**config.mk**
```make
export PLATFORM = sky130hd
export DESIGN_NAME = vdot_acc
export DESIGN_NICKNAME = d
export VERILOG_FILES = /design/src/rtl/vdot_pkg.sv /design/src/rtl/vdot_reduce.sv /design/src/rtl/vdot_acc.sv
export SDC_FILE = /design/constraint.sdc
export NUM_CORES = 1
export LEC_CHECK = 0
export ABC_AREA = 0
export CORE_MARGIN = 8
export CORE_UTILIZATION = 30
export CTS_BUF_LIST = sky130_fd_sc_hd__clkbuf_4
export CTS_CLUSTER_DIAMETER = 120
export DETAILED_ROUTE_END_ITERATION = 8
export SLEW_MARGIN = 20
export SYNTH_ARGS = -nofsm -noshare
export SYNTH_HDL_FRONTEND = slang
export SYNTH_HIERARCHICAL = 1
export SYNTH_SLANG_ARGS = --single-unit
```
**constraint.sdc**
```tcl
create_clock -name clock -period 6.9 [get_ports clock]
set_input_delay 1.38 -clock clock [delete_from_list [all_inputs] [get_ports clock]]
set_output_delay 1.38 -clock clock [all_outputs]
set_load 0.01 [all_outputs]
```
**src/rtl/vdot_pkg.sv**
```systemverilog
// vdot_pkg
// Shared constants and helpers for the vdot_acc dot-product accumulator.
//   DEF_WIDTH / DEF_LANES : default operand width and lanes per beat
//   sat_add               : width-generic signed add with overflow detect
package vdot_pkg;

    localparam int DEF_WIDTH = 8;
    localparam int DEF_LANES = 4;

    // Adds two sign-extended operands and checks the sum against a w-bit
    // signed range. Bit 64 of the result is the overflow flag. With sat=1
    // the value is clamped to the w-bit range; with sat=0 the caller keeps
    // the low w bits, which is two's-complement wrap.
    function automatic logic [64:0] sat_add(
        input logic signed [63:0] a,
        input logic signed [63:0] b,
        input int                 w,
        input bit                 sat
    );
        logic signed [63:0] sum;
        logic signed [63:0] max_v;
        logic signed [63:0] min_v;
        logic               ovf;
        sum   = a + b;
        max_v = (64'sd1 <<< (w - 1)) - 64'sd1;
        min_v = -max_v - 64'sd1;
        ovf   = (sum > max_v) || (sum < min_v);
        if (ovf && sat) begin
            sum = (sum > max_v) ? max_v : min_v;
        end
        return {ovf, sum};
    endfunction

endpackage

```
**src/rtl/vdot_reduce.sv**
```systemverilog
// vdot_reduce
// Pipeline stages 1-2: per-lane signed products, then their signed sum.
// A tag travels with each beat so side information stays aligned.
//   clock, reset : clock, synchronous active-low reset
//   i_en         : advance the pipeline (0 = hold everything)
//   i_valid/i_tag: incoming beat valid and side data
//   i_a, i_b     : packed signed lanes, lane i at [i*WIDTH +: WIDTH]
//   o_valid/o_tag: stage-2 valid and side data
//   o_sum        : stage-2 signed sum, full width
module vdot_reduce
    import vdot_pkg::*;
#(
    parameter int WIDTH = DEF_WIDTH,
    parameter int LANES = DEF_LANES,
    parameter int TAG_W = 1,
    parameter int SUM_W = 2*WIDTH + $clog2(LANES)
) (
    input  logic                    clock,
    input  logic                    reset,
    input  logic                    i_en,
    input  logic                    i_valid,
    input  logic [TAG_W-1:0]        i_tag,
    input  logic [LANES*WIDTH-1:0]  i_a,
    input  logic [LANES*WIDTH-1:0]  i_b,
    output logic                    o_valid,
    output logic [TAG_W-1:0]        o_tag,
    output logic signed [SUM_W-1:0] o_sum
);
    localparam int PW = 2*WIDTH;

    logic signed [PW-1:0]    r_prod [LANES];
    logic                    r_v1;
    logic [TAG_W-1:0]        r_tag1;
    logic                    r_v2;
    logic [TAG_W-1:0]        r_tag2;
    logic signed [SUM_W-1:0] r_sum;
    logic signed [SUM_W-1:0] w_sum;

    always_comb begin
        w_sum = '0;
        for (int i = 0; i < LANES; i++) begin
            w_sum = w_sum + SUM_W'(r_prod[i]);
        end
    end

    always_ff @(posedge clock) begin
        if (!reset) begin
            r_v1   <= 1'b0;
            r_tag1 <= '0;
            r_v2   <= 1'b0;
            r_tag2 <= '0;
            r_sum  <= '0;
            for (int i = 0; i < LANES; i++) begin
                r_prod[i] <= '0;
            end
        end else if (i_en) begin
            r_v1   <= i_valid;
            r_tag1 <= i_tag;
            // Operands are widened first so the product is formed at full width.
            for (int i = 0; i < LANES; i++) begin
                r_prod[i] <= PW'($signed(i_a[i*WIDTH +: WIDTH])) *
                             PW'($signed(i_b[i*WIDTH +: WIDTH]));
            end
            r_v2   <= r_v1;
            r_tag2 <= r_tag1;
            r_sum  <= w_sum;
        end
    end

    assign o_valid = r_v2;
    assign o_tag   = r_tag2;
    assign o_sum   = r_sum;

endmodule

```
**src/rtl/vdot_acc.sv**
```systemverilog
// vdot_acc
// Packetised signed dot-product accumulator, three pipeline stages:
// products, lane sum, then accumulate/output.
//   clock, reset          : clock, synchronous active-low reset
//   in_valid / in_ready   : beat handshake
//   in_a, in_b            : packed signed lanes
//   in_c                  : signed bias, used on a packet's first beat
//   in_first / in_last    : packet markers
//   out_valid / out_ready : result handshake
//   out_y / out_ovf       : packet result and sticky overflow flag
module vdot_acc
    import vdot_pkg::*;
#(
    parameter int WIDTH     = DEF_WIDTH,
    parameter int LANES     = DEF_LANES,
    parameter int ACC_WIDTH = 2*WIDTH + $clog2(LANES) + 8,
    parameter int SATURATE  = 0
) (
    input  logic                   clock,
    input  logic                   reset,
    input  logic                   in_valid,
    output logic                   in_ready,
    input  logic [LANES*WIDTH-1:0] in_a,
    input  logic [LANES*WIDTH-1:0] in_b,
    input  logic [WIDTH-1:0]       in_c,
    input  logic                   in_first,
    input  logic                   in_last,
    output logic                   out_valid,
    input  logic                   out_ready,
    output logic [ACC_WIDTH-1:0]   out_y,
    output logic                   out_ovf
);
    localparam int SUM_W = 2*WIDTH + $clog2(LANES);
    localparam int TAG_W = WIDTH + 2;

    logic                        w_stall;
    logic                        w_v2;
    logic [TAG_W-1:0]            w_tag2;
    logic signed [SUM_W-1:0]     w_sum;
    logic                        w_first;
    logic                        w_last;
    logic signed [63:0]          w_base;
    logic [64:0]                 w_res;
    logic signed [ACC_WIDTH-1:0] w_acc_next;
    logic                        w_ovf_next;
    logic                        w_unused;

    logic signed [ACC_WIDTH-1:0] r_acc;
    logic                        r_ovf;
    logic                        r_open;
    logic                        r_out_valid;
    logic [ACC_WIDTH-1:0]        r_y;
    logic                        r_out_ovf;

    // A held result blocks the whole pipeline; a result being consumed
    // this cycle frees the output register for the next one.
    assign w_stall  = r_out_valid && !out_ready;
    assign in_ready = reset && !w_stall;

    vdot_reduce #(
        .WIDTH (WIDTH),
        .LANES (LANES),
        .TAG_W (TAG_W),
        .SUM_W (SUM_W)
    ) u_reduce (
        .clock   (clock),
        .reset   (reset),
        .i_en    (!w_stall),
        .i_valid (in_valid && in_ready),
        .i_tag   ({in_c, in_first, in_last}),
        .i_a     (in_a),
        .i_b     (in_b),
        .o_valid (w_v2),
        .o_tag   (w_tag2),
        .o_sum   (w_sum)
    );

    // A beat with no packet open starts one, whatever its first marker says.
    assign w_first    = w_tag2[1] || !r_open;
    assign w_last     = w_tag2[0];
    assign w_base     = w_first ? 64'($signed(w_tag2[TAG_W-1:2])) : 64'(r_acc);
    assign w_res      = sat_add(w_base, 64'(w_sum), ACC_WIDTH, SATURATE != 0);
    assign w_acc_next = w_res[ACC_WIDTH-1:0];
    assign w_ovf_next = w_res[64] || (!w_first && r_ovf);
    assign w_unused   = ^w_res[63:ACC_WIDTH];

    always_ff @(posedge clock) begin
        if (!reset) begin
            r_acc       <= '0;
            r_ovf       <= 1'b0;
            r_open      <= 1'b0;
            r_out_valid <= 1'b0;
            r_y         <= '0;
            r_out_ovf   <= 1'b0;
        end else begin
            if (r_out_valid && out_ready) begin
                r_out_valid <= 1'b0;
            end
            if (!w_stall && w_v2) begin
                r_acc <= w_acc_next;
                r_ovf <= w_ovf_next;
                if (w_last) begin
                    r_open      <= 1'b0;
                    r_out_valid <= 1'b1;
                    r_y         <= w_acc_next;
                    r_out_ovf   <= w_ovf_next;
                end else begin
                    r_open <= 1'b1;
                end
            end
        end
    end

    assign out_valid = r_out_valid;
    assign out_y     = r_y;
    assign out_ovf   = r_out_ovf;

endmodule

```
=== Yosys cells after proc, flatten, opt, wreduce, memory -nomap -nowiden ===
Memory sizes are Yosys's and may differ from the RTL's.
Index checks and enable logic that the tools add are counted.

* Bits in read-only memories: 0
* Bits in latches: 0
* Memory bits (writable): 64
* Input port bits: 78
* Logic and storage cells: 53
* Memories kept: 1
* Flip-flop bits (word level): 96

{| class="wikitable"
|+ Memory list
! memory !! words !! width !! rd ports !! clocked after memory_dff !! write ports !! line !! text
|-
| u_reduce.r_prod || 4 || 16 || 4 || 0 || 4 || vdot_reduce.sv:31 || <nowiki>logic signed [PW-1:0] r_prod [LANES];</nowiki>
|}

* Divide/modulo/power cells: 0
* Shift-type cells: 0
* Bitwise gates (word level): 4
* $lt $le $gt $ge: 2
* Equal/unequal tests: 0
* Muxes and demuxes: 13
* Multipliers: 4
* Reduce and logical (&&, ||, !) cells: 14
* Add/sub/neg operators: 4

{| class="wikitable"
|+ Operator list
! operator !! count
|-
| adder 64 x 18 -> 64 bit || 1
|-
| > comparator 64 x 26 -> 1 bit, second input constant || 1
|-
| < comparator 64 x 26 -> 1 bit, second input constant || 1
|-
| multiplier 8 x 8 -> 16 bit || 4
|-
| 2-to-1 mux 16 bit || 4
|-
| 2-to-1 mux 64 bit || 1
|-
| adder 17 x 16 -> 18 bit || 1
|-
| adder 18 x 16 -> 18 bit || 1
|-
| adder 16 x 16 -> 17 bit || 1
|-
| 2-to-1 mux 1 bit || 8
|-
| logical AND 1 bit || 6
|-
| logical NOT 1 bit || 4
|-
| OR 1 bit || 4
|-
| logical OR 1 bit || 3
|-
| AND reduction 2 bit || 1
|}

=== Longest topological paths before layout ===
* Word-level depth: 7
* Gate-level depth with buffers: 22
* Depth with buffers taken out: 20

=== Hierarchy ===
Netlist, hierarchy kept.

{| class="wikitable"
|+ By module, submodules not included
! module !! times used !! area each (um2) !! cells each !! sequential area each (um2)
|-
| vdot_reduce || 1 || 15147.0 || 1530 || 2722.6
|-
| vdot_acc || 1 || 3873.7 || 493 || 1121.1
|}

=== Least setup slack after synthesis ===
Ideal clock, no wire load.

* Path kind: input-to-reg
* Start: input port in_b[11]
* End: memory u_reduce/r_prod[1][15] (netlist bit) (data pin)
* Stages on the path: 16
* Arrival: 5.259 ns
* Slack: 1.375 ns
* Buffers on the path: 0
* Cell sequence: and2_1 > fa_1 > inv_1 > fa_1 > inv_1 > fa_1 > inv_1 > fa_1 > inv_1 > ha_1 > or3_4 > o221ai_2 > nor2_1 > a221oi_2 > xnor2_1 > nor2_1

{| class="wikitable"
|+ RTL lines
! element !! line !! text
|-
| start: declaration || vdot_acc.sv:24 || <nowiki>input logic [LANES*WIDTH-1:0] in_b,</nowiki>
|-
| end: declaration || vdot_reduce.sv:31 ||
|}

==> impl_metrics.env <==
export IMPL_wl_per_cell_um=14.66
export IMPL_clkPwrFrac=0.088
export IMPL_pwr_density_cell_nw_per_um2=356.1
export IMPL_gp_congestion=0.8570
export IMPL_grt_max_degree=65
export IMPL_post_dp_cell_area_sq_um=21040
export IMPL_cts_sinks=160
export IMPL_die_area_sq_um=71720
export IMPL_htreeDepth=4
export IMPL_fin_crit_sh=0.8328
export IMPL_cts_made_buffers=17
export IMPL_viasPerCell=4.576
export IMPL_grt_use_total=0.1225
export IMPL_ys_ff_latch=160
export IMPL_synth_distinct_cells=65
export IMPL_hold_path_cell_count=2
export IMPL_final_cell_area_sq_um=21380
export IMPL_antenna_left=0
export IMPL_p_sw_mw=3.569
export IMPL_worstSetupStartpoint="in_b[11]"
export IMPL_timing_rr_end="r_ovf$_SDFFE_PN0P_"
export IMPL_post_route_min_period_ps=5746
export IMPL_synth_fp_nets=2521
export IMPL_critPathLaunchType="input port"
export IMPL_synth_commonest_cells="360 x inv_1, 261 x fa_1, 186 x and2_1"
export IMPL_clockBufferDepth=2
export IMPL_finalSetupViolCount=0
export IMPL_synthTopCellsByArea="fa_1 27%, ha_1 10%, dfxtp_1 10%"
export IMPL_switching_share=0.4687
export IMPL_io_pins=107
export IMPL_seq_power_share=0.188
export IMPL_fin_skew_ps=15.01
export IMPL_cp_required_ps=7240
export IMPL_drive_gt1_frac=0.04049
export IMPL_vias=13595
export IMPL_grt_pass1_vias=14527
export IMPL_post_cts_buffers=0
export IMPL_worstPathMaxFanout=8
export IMPL_drv_slew=0
export IMPL_internal_power_mw=4.045
export IMPL_dp_hpwl_um=36010
export IMPL_yosysWarnings=6
export IMPL_dp_cells=2938
export IMPL_final_nets=2609
export IMPL_clk_latency_ps=580
export IMPL_rsz0062_at_grt="no"
export IMPL_clk_pin_slew_ps=130
export IMPL_gr_total_overflow=0
export IMPL_cts_tree="yes"
export IMPL_hp_start="r_acc[5]$_SDFFE_PN0P_"
export IMPL_antenna_found_initial=1
export IMPL_relSlewSlack=0.3535
export IMPL_status="completed"
export IMPL_setup_slack_ps=1154
export IMPL_drc=0
export IMPL_drt_iter0_drc=589
export IMPL_clk_root_buffer_cell="clkbuf_4"
export IMPL_drt_total_wl_um=43560
export IMPL_yosysTopAreaCell="fa_1"
export IMPL_post_place_ws_ps=557.0
export IMPL_syn_avg_cell_area_sq_um=9.402
export IMPL_core_sq_um=62850
export IMPL_yosysMostFrequentCell="inv_1"
export IMPL_syn_cell_area_sq_um=19020
export IMPL_dr_pass1_iters=5
export IMPL_power_frac_comb=0.724
export IMPL_synthFlopType="dfxtp_1"
export IMPL_grt_pass1_wl_um=72570
export IMPL_r2r_cells=20
export IMPL_async_flop_share=0
export IMPL_instances_no_fill=2971
export IMPL_worstPathArrival_ps=6090
export IMPL_fillers=6444
export IMPL_portBuffers=106
export IMPL_rows=92
export IMPL_ctsHoldBuffers=0
export IMPL_cellLeakagePower_nw=10.03
export IMPL_reg2reg_slack_ps=1440
export IMPL_syn2layout_area_growth_pct=12.41
export IMPL_syn_inst=2023
export IMPL_start_util=0.3026
export IMPL_die_y_um=267.8
export IMPL_path_class="input port to register"
export IMPL_max_cap_violations=0
export IMPL_fmax_ghz=0.1740
export IMPL_fp_dieW_um=267.8
export IMPL_holdPathEnd="r_acc[5]$_SDFFE_PN0P_"
export IMPL_vdd_drop_max_mv=0.2493
export IMPL_r2r_start="r_open$_SDFFE_PN0P_"
export IMPL_synth_top_area_share=0.2747
export IMPL_tightest_slew_ps=965.4
export IMPL_cts_resized=0
export IMPL_synth_yosys_seq_area_share=0.2021
export IMPL_hold_violations=0
export IMPL_tns_ps=0
export IMPL_hp_class="register to register"
export IMPL_synth_edf_count=64
export IMPL_critPathCaptureType="register"
## metal layers
layer | GRT usage | share of wire
met1 | 0.1559 | 0.46
met2 | 0.2240 | 0.50
met3 | 0.01564 | 0.026
met4 | 0.01916 | 0.011
met5 | 0 | 0
## critical path, stage by stage
cell,delay [ps]
clkdlybuf4s50_1,540
and2_1,270
fa_1,620
inv_1,150
fa_1,550
inv_1,60
fa_1,520
inv_1,50
fa_1,520
inv_1,40
ha_1,230
or3_4,420
o221ai_2,200
nor2_1,80
a221oi_2,250
xnor2_1,140
nor2_1,50
## placed cells by master, fill, tap and decap left out, types with 8 or more instances in the layout
cell type,n
nand3_1,17
o21bai_1,10
o41ai_1,8
fa_1,261
nor2b_1,67
edfxtp_1,64
mux2_2,13
buf_4,10
ha_1,159
a21oi_1,85
nand2_1,125
and2_1,186
clkbuf_4,17
nand4_1,11
o211ai_1,10
and3_1,26
o21a_1,11
o21ai_0,53
dfxtp_1,96
nor2_1,114
mux2i_1,30
inv_1,358
a21o_1,45
xnor2_1,60
a211oi_1,17
clkdlybuf4s50_1,105
nand2b_1,26
nor3_1,10
xor2_1,28
## cells by family (layout without fill, tap and decap cells)
logic type / count (synthesis) / count (layout) / synth area share
simple gates: 616 / 616 / 0.1721
fa+ha+maj: 420 / 420 / 0.3793
buf+inv: 408 / 509 / 0.08071
compound gates: 288 / 288 / 0.1018
flops: 160 / 160 / 0.2021
xor+xnor: 88 / 88 / 0.04052
mux: 43 / 43 / 0.02348
other cells: 0 / 1 / 0
## power by group through the flow
stage	combinational (mW)	sequential, mW	clock [mW]
after floorplan	4.37	1.37	0
after global placement	5.37	1.46	0
after detailed placement	5.49	1.46	0
after CTS	5.55	1.44	0.693
after global routing	6.32	1.45	0.728
final	5.51	1.43	0.671
## area by class of cell
type	instances	area [sq um]	share of cell area
diodes	1	2.502	0.0001170
clock buffers	17	127.6	0.005969
inverters	361	1355	0.06337
well taps	846	1059	0.04951
repair buffers	116	1131	0.05290
clock inverters	15	214.0	0.01001
flip-flops and latches	160	3844	0.1798
multi-input cells	1455	13650	0.6384
## flip-flops by register name (all words and copies together), names as in the netlist
| name | count |
|---|---|
| u_reduce/o_sum | 18 |
| u_reduce/o_valid | 1 |
| u_reduce/o_tag | 10 |
| u_reduce/r_prod | 64 |
| out_y | 26 |
| r_acc | 26 |
| u_reduce/r_v1 | 1 |
| r_open | 1 |
| u_reduce/r_tag1 | 10 |
| out_ovf | 1 |
| out_valid | 1 |
| r_ovf | 1 |
## how the worst max path moves through the flow
stage / to / cells past startpoint
floorplan: u_reduce/r_prod[1][15]$_SDFFCE_PN0P_ / 16
global placement: u_reduce/r_prod[1][15]$_SDFFCE_PN0P_ / 17
detailed placement: u_reduce/r_prod[1][15]$_SDFFCE_PN0P_ / 17
CTS: u_reduce/r_prod[1][15]$_SDFFCE_PN0P_ / 17
global route: r_ovf$_SDFFE_PN0P_ / 20
finish: u_reduce/r_prod[1][15]$_SDFFCE_PN0P_ / 17
## metrics by stage
| step | total power [mW] | utilization | hold WS (ps) |
|---|---|---|---|
| after global routing | 8.499 | 0.3402 | 479.2 |
| after floorplan | 5.744 | - | 431.5 |
| after detailed placement | 6.951 | 0.3347 | 451.1 |
| after CTS | 7.677 | 0.3402 | 470.6 |
| after global placement | 6.824 | 0.3347 | 440.7 |
| final | 7.614 | 0.3402 | 468.9 |
(Power assumes the default switching activity.)
==> patch: new RTL, same flow settings <==
`DEF_WIDTH`: 8 -> 9.
--- a/src/rtl/vdot_pkg.sv
+++ b/src/rtl/vdot_pkg.sv
@@ -4,7 +4,7 @@
 //   sat_add               : width-generic signed add with overflow detect
 package vdot_pkg;
 
-    localparam int DEF_WIDTH = 8;
+    localparam int DEF_WIDTH = 9;
     localparam int DEF_LANES = 4;
 
     // Adds two sign-extended operands and checks the sum against a w-bit
Interface: changed (resized in_a, in_b, in_c and out_y); port bits go from 107 to 118. No check against the original RTL was run, so the function may have changed too.
==> patch against the unedited design <==
- combinational power rose by 42%
- sequential cell count rose by 16
- global-route usage rose by 0.29 points
- final cell count rose by 14%
- non-clock buffer count rose by 39
- final area rose by 15%
- area after synthesis rose by 16%
- wire length rose by 17%
- first-iteration DRC count rose by 25%
- power rose by 31%
- register-to-register slack got worse by 0.08 ns
- core utilization fell by 0.26 points
- worst setup slack got worse by 0.30 ns
==> patch: results (changes against the unedited design) <==
* Outcome: finished, final reports clean
* Fin nets at 3014 (+16%)
* Number of distinct library cells after synthesis at 81 (+25%)
* Top post-synthesis cells by area: fa_1 (29%), ha_1 (11%), edfxtp_1 (9.8%)
* Source of the critical timing path: in_b[20]
* Port buffer count at 117 (+10%)
* Sequential cell area share at 0.172 (-0.00743)
* Worst setup margin at 0.855 ns (-0.299 ns)
* Layout cells sized above 1 at 0.0463 (+0.00583)
* Fillers at 7499 (+16%)
* Post-Place Setup Slack at 0.189 ns (-0.368 ns)
* Vias in the first global route at 16300 (+12%)
* Number of signal-net buffers in the layout at 155 (+34%)
* Critical path peak fanout at 9 (+1)
* Worst clock skew at 0.0192 ns (+0.00417 ns)
* # Taps at 959 (+13%)
* Drt total wl at 50800 um (+17%)
* Critical path arrival at 6.40 ns (+0.31 ns)
* Resized cells post-CTS at 0 (unchanged)
* Seq cells at 176 (+10%)
* Peak supply drop at 236 uV (-5.1%)
* Vias per inst at 4.63 (+1.1%)
* Met2 Wirelength at 25000 um (+14%)
* # clk buffers at 18 (+1)
* Dpl cells at 3345 (+14%)
* FF-to-FF setup slack at 1.36 ns (-0.08 ns)
* Cell internal pwr at 5100 uW (+26%)
* Drt first-iter violations at 738 (+25%)
* Met3 WL at 1470 um (+28%)
* Reg-to-reg critical path endpoint: out_ovf$_SDFFE_PN0P_
* GPL Wtd Cong at 0.837 (-2.3%)
* Cell area after placement at 0.0244 mm^2 (+16%)
* Average cell area after synthesis at 9.55 um^2 (+1.5%)
* Dominant synthesized flop cell: dfxtp_1
* Final hold slack at 0.473 ns (+0.00435 ns)
* GRT Resource Usage Total at 0.125 (+0.00293)
* First-pass GRT wire length at 85400 um (+18%)
* CP Capture Point: u_reduce/r_prod[2][17]$_SDFFCE_PN0P_
* Layout non-clock buf frac at 0.0590 (+0.00614)
* Detailed placement HPWL at 41800 um (+16%)
* Multi-input gate share of total cell area at 0.661 (+0.0227)
* Max reg flops at 72 (+13%)
* Fin area at 0.0246 mm^2 (+15%)
* Clk tree area frac at 0.0102 (-0.00581)
* Final Non-Filler Cells at 3378 (+14%)
* Met3 usage at 0.0146 (-0.00102)
* Sequential fraction of the synthesis area at 0.192 (-0.00985)
* Pin count of the biggest net entering global routing at 69 (+6.2%)
* Slew @ Worst Pin at 0.962 ns (-0.00375 ns)
* GRT met1 Usage at 0.169 (+0.0132)
* Post-Synth XOR/XNOR Area at 0.0377 (-0.00284)
* # Post-CTS Setup Buffers at 0 (unchanged)
* Grt met2 use at 0.219 (-0.00499)
* Reg2Reg Depth at 18 (-10%)
* Post-synth EDFFs at 72 (+13%)
* Post-Route M1 WL at 24000 um (+20%)
* Leak Pwr at 0.0118 uW (+17%)
* Comb_multi_in at 1736 (+19%)
* Non-clk invs at 319 (-12%)
* Syn nets at 2922 (+16%)
patch: critical path, cell delays in order:
cell	delay, ns
clkdlybuf4s50_1	0.60
and2_1	0.26
fa_1	0.63
inv_1	0.15
fa_1	0.62
fa_1	0.53
inv_1	0.05
fa_1	0.47
ha_1	0.31
ha_1	0.38
a21o_1	0.20
or4_1	0.39
a21oi_1	0.13
nor3_1	0.07
xnor2_1	0.16
nor2_1	0.05
patch: power groups by stage:
| stage | registers [uW] | clock network, uW | logic [uW] |
|---|---|---|---|
| after floorplan | 1570 | 0 | 6240 |
| after global placement | 1670 | 0 | 7800 |
| after detailed placement | 1670 | 0 | 7830 |
| after CTS | 1650 | 586 | 7910 |
| after global routing | 1660 | 631 | 9030 |
| final | 1640 | 567 | 7800 |
patch: cells by family (layout without fill, tap and decap cells):
logic type,count (synthesis),count (layout)
DFF,176,176
muxes,43,43
other,0,1
buffers and inverters,401,506
AOI/OAI and AO/OA,350,350
adders and majority gates,522,522
and+or+nand+nor,726,726
xor gates and xnor gates,95,95
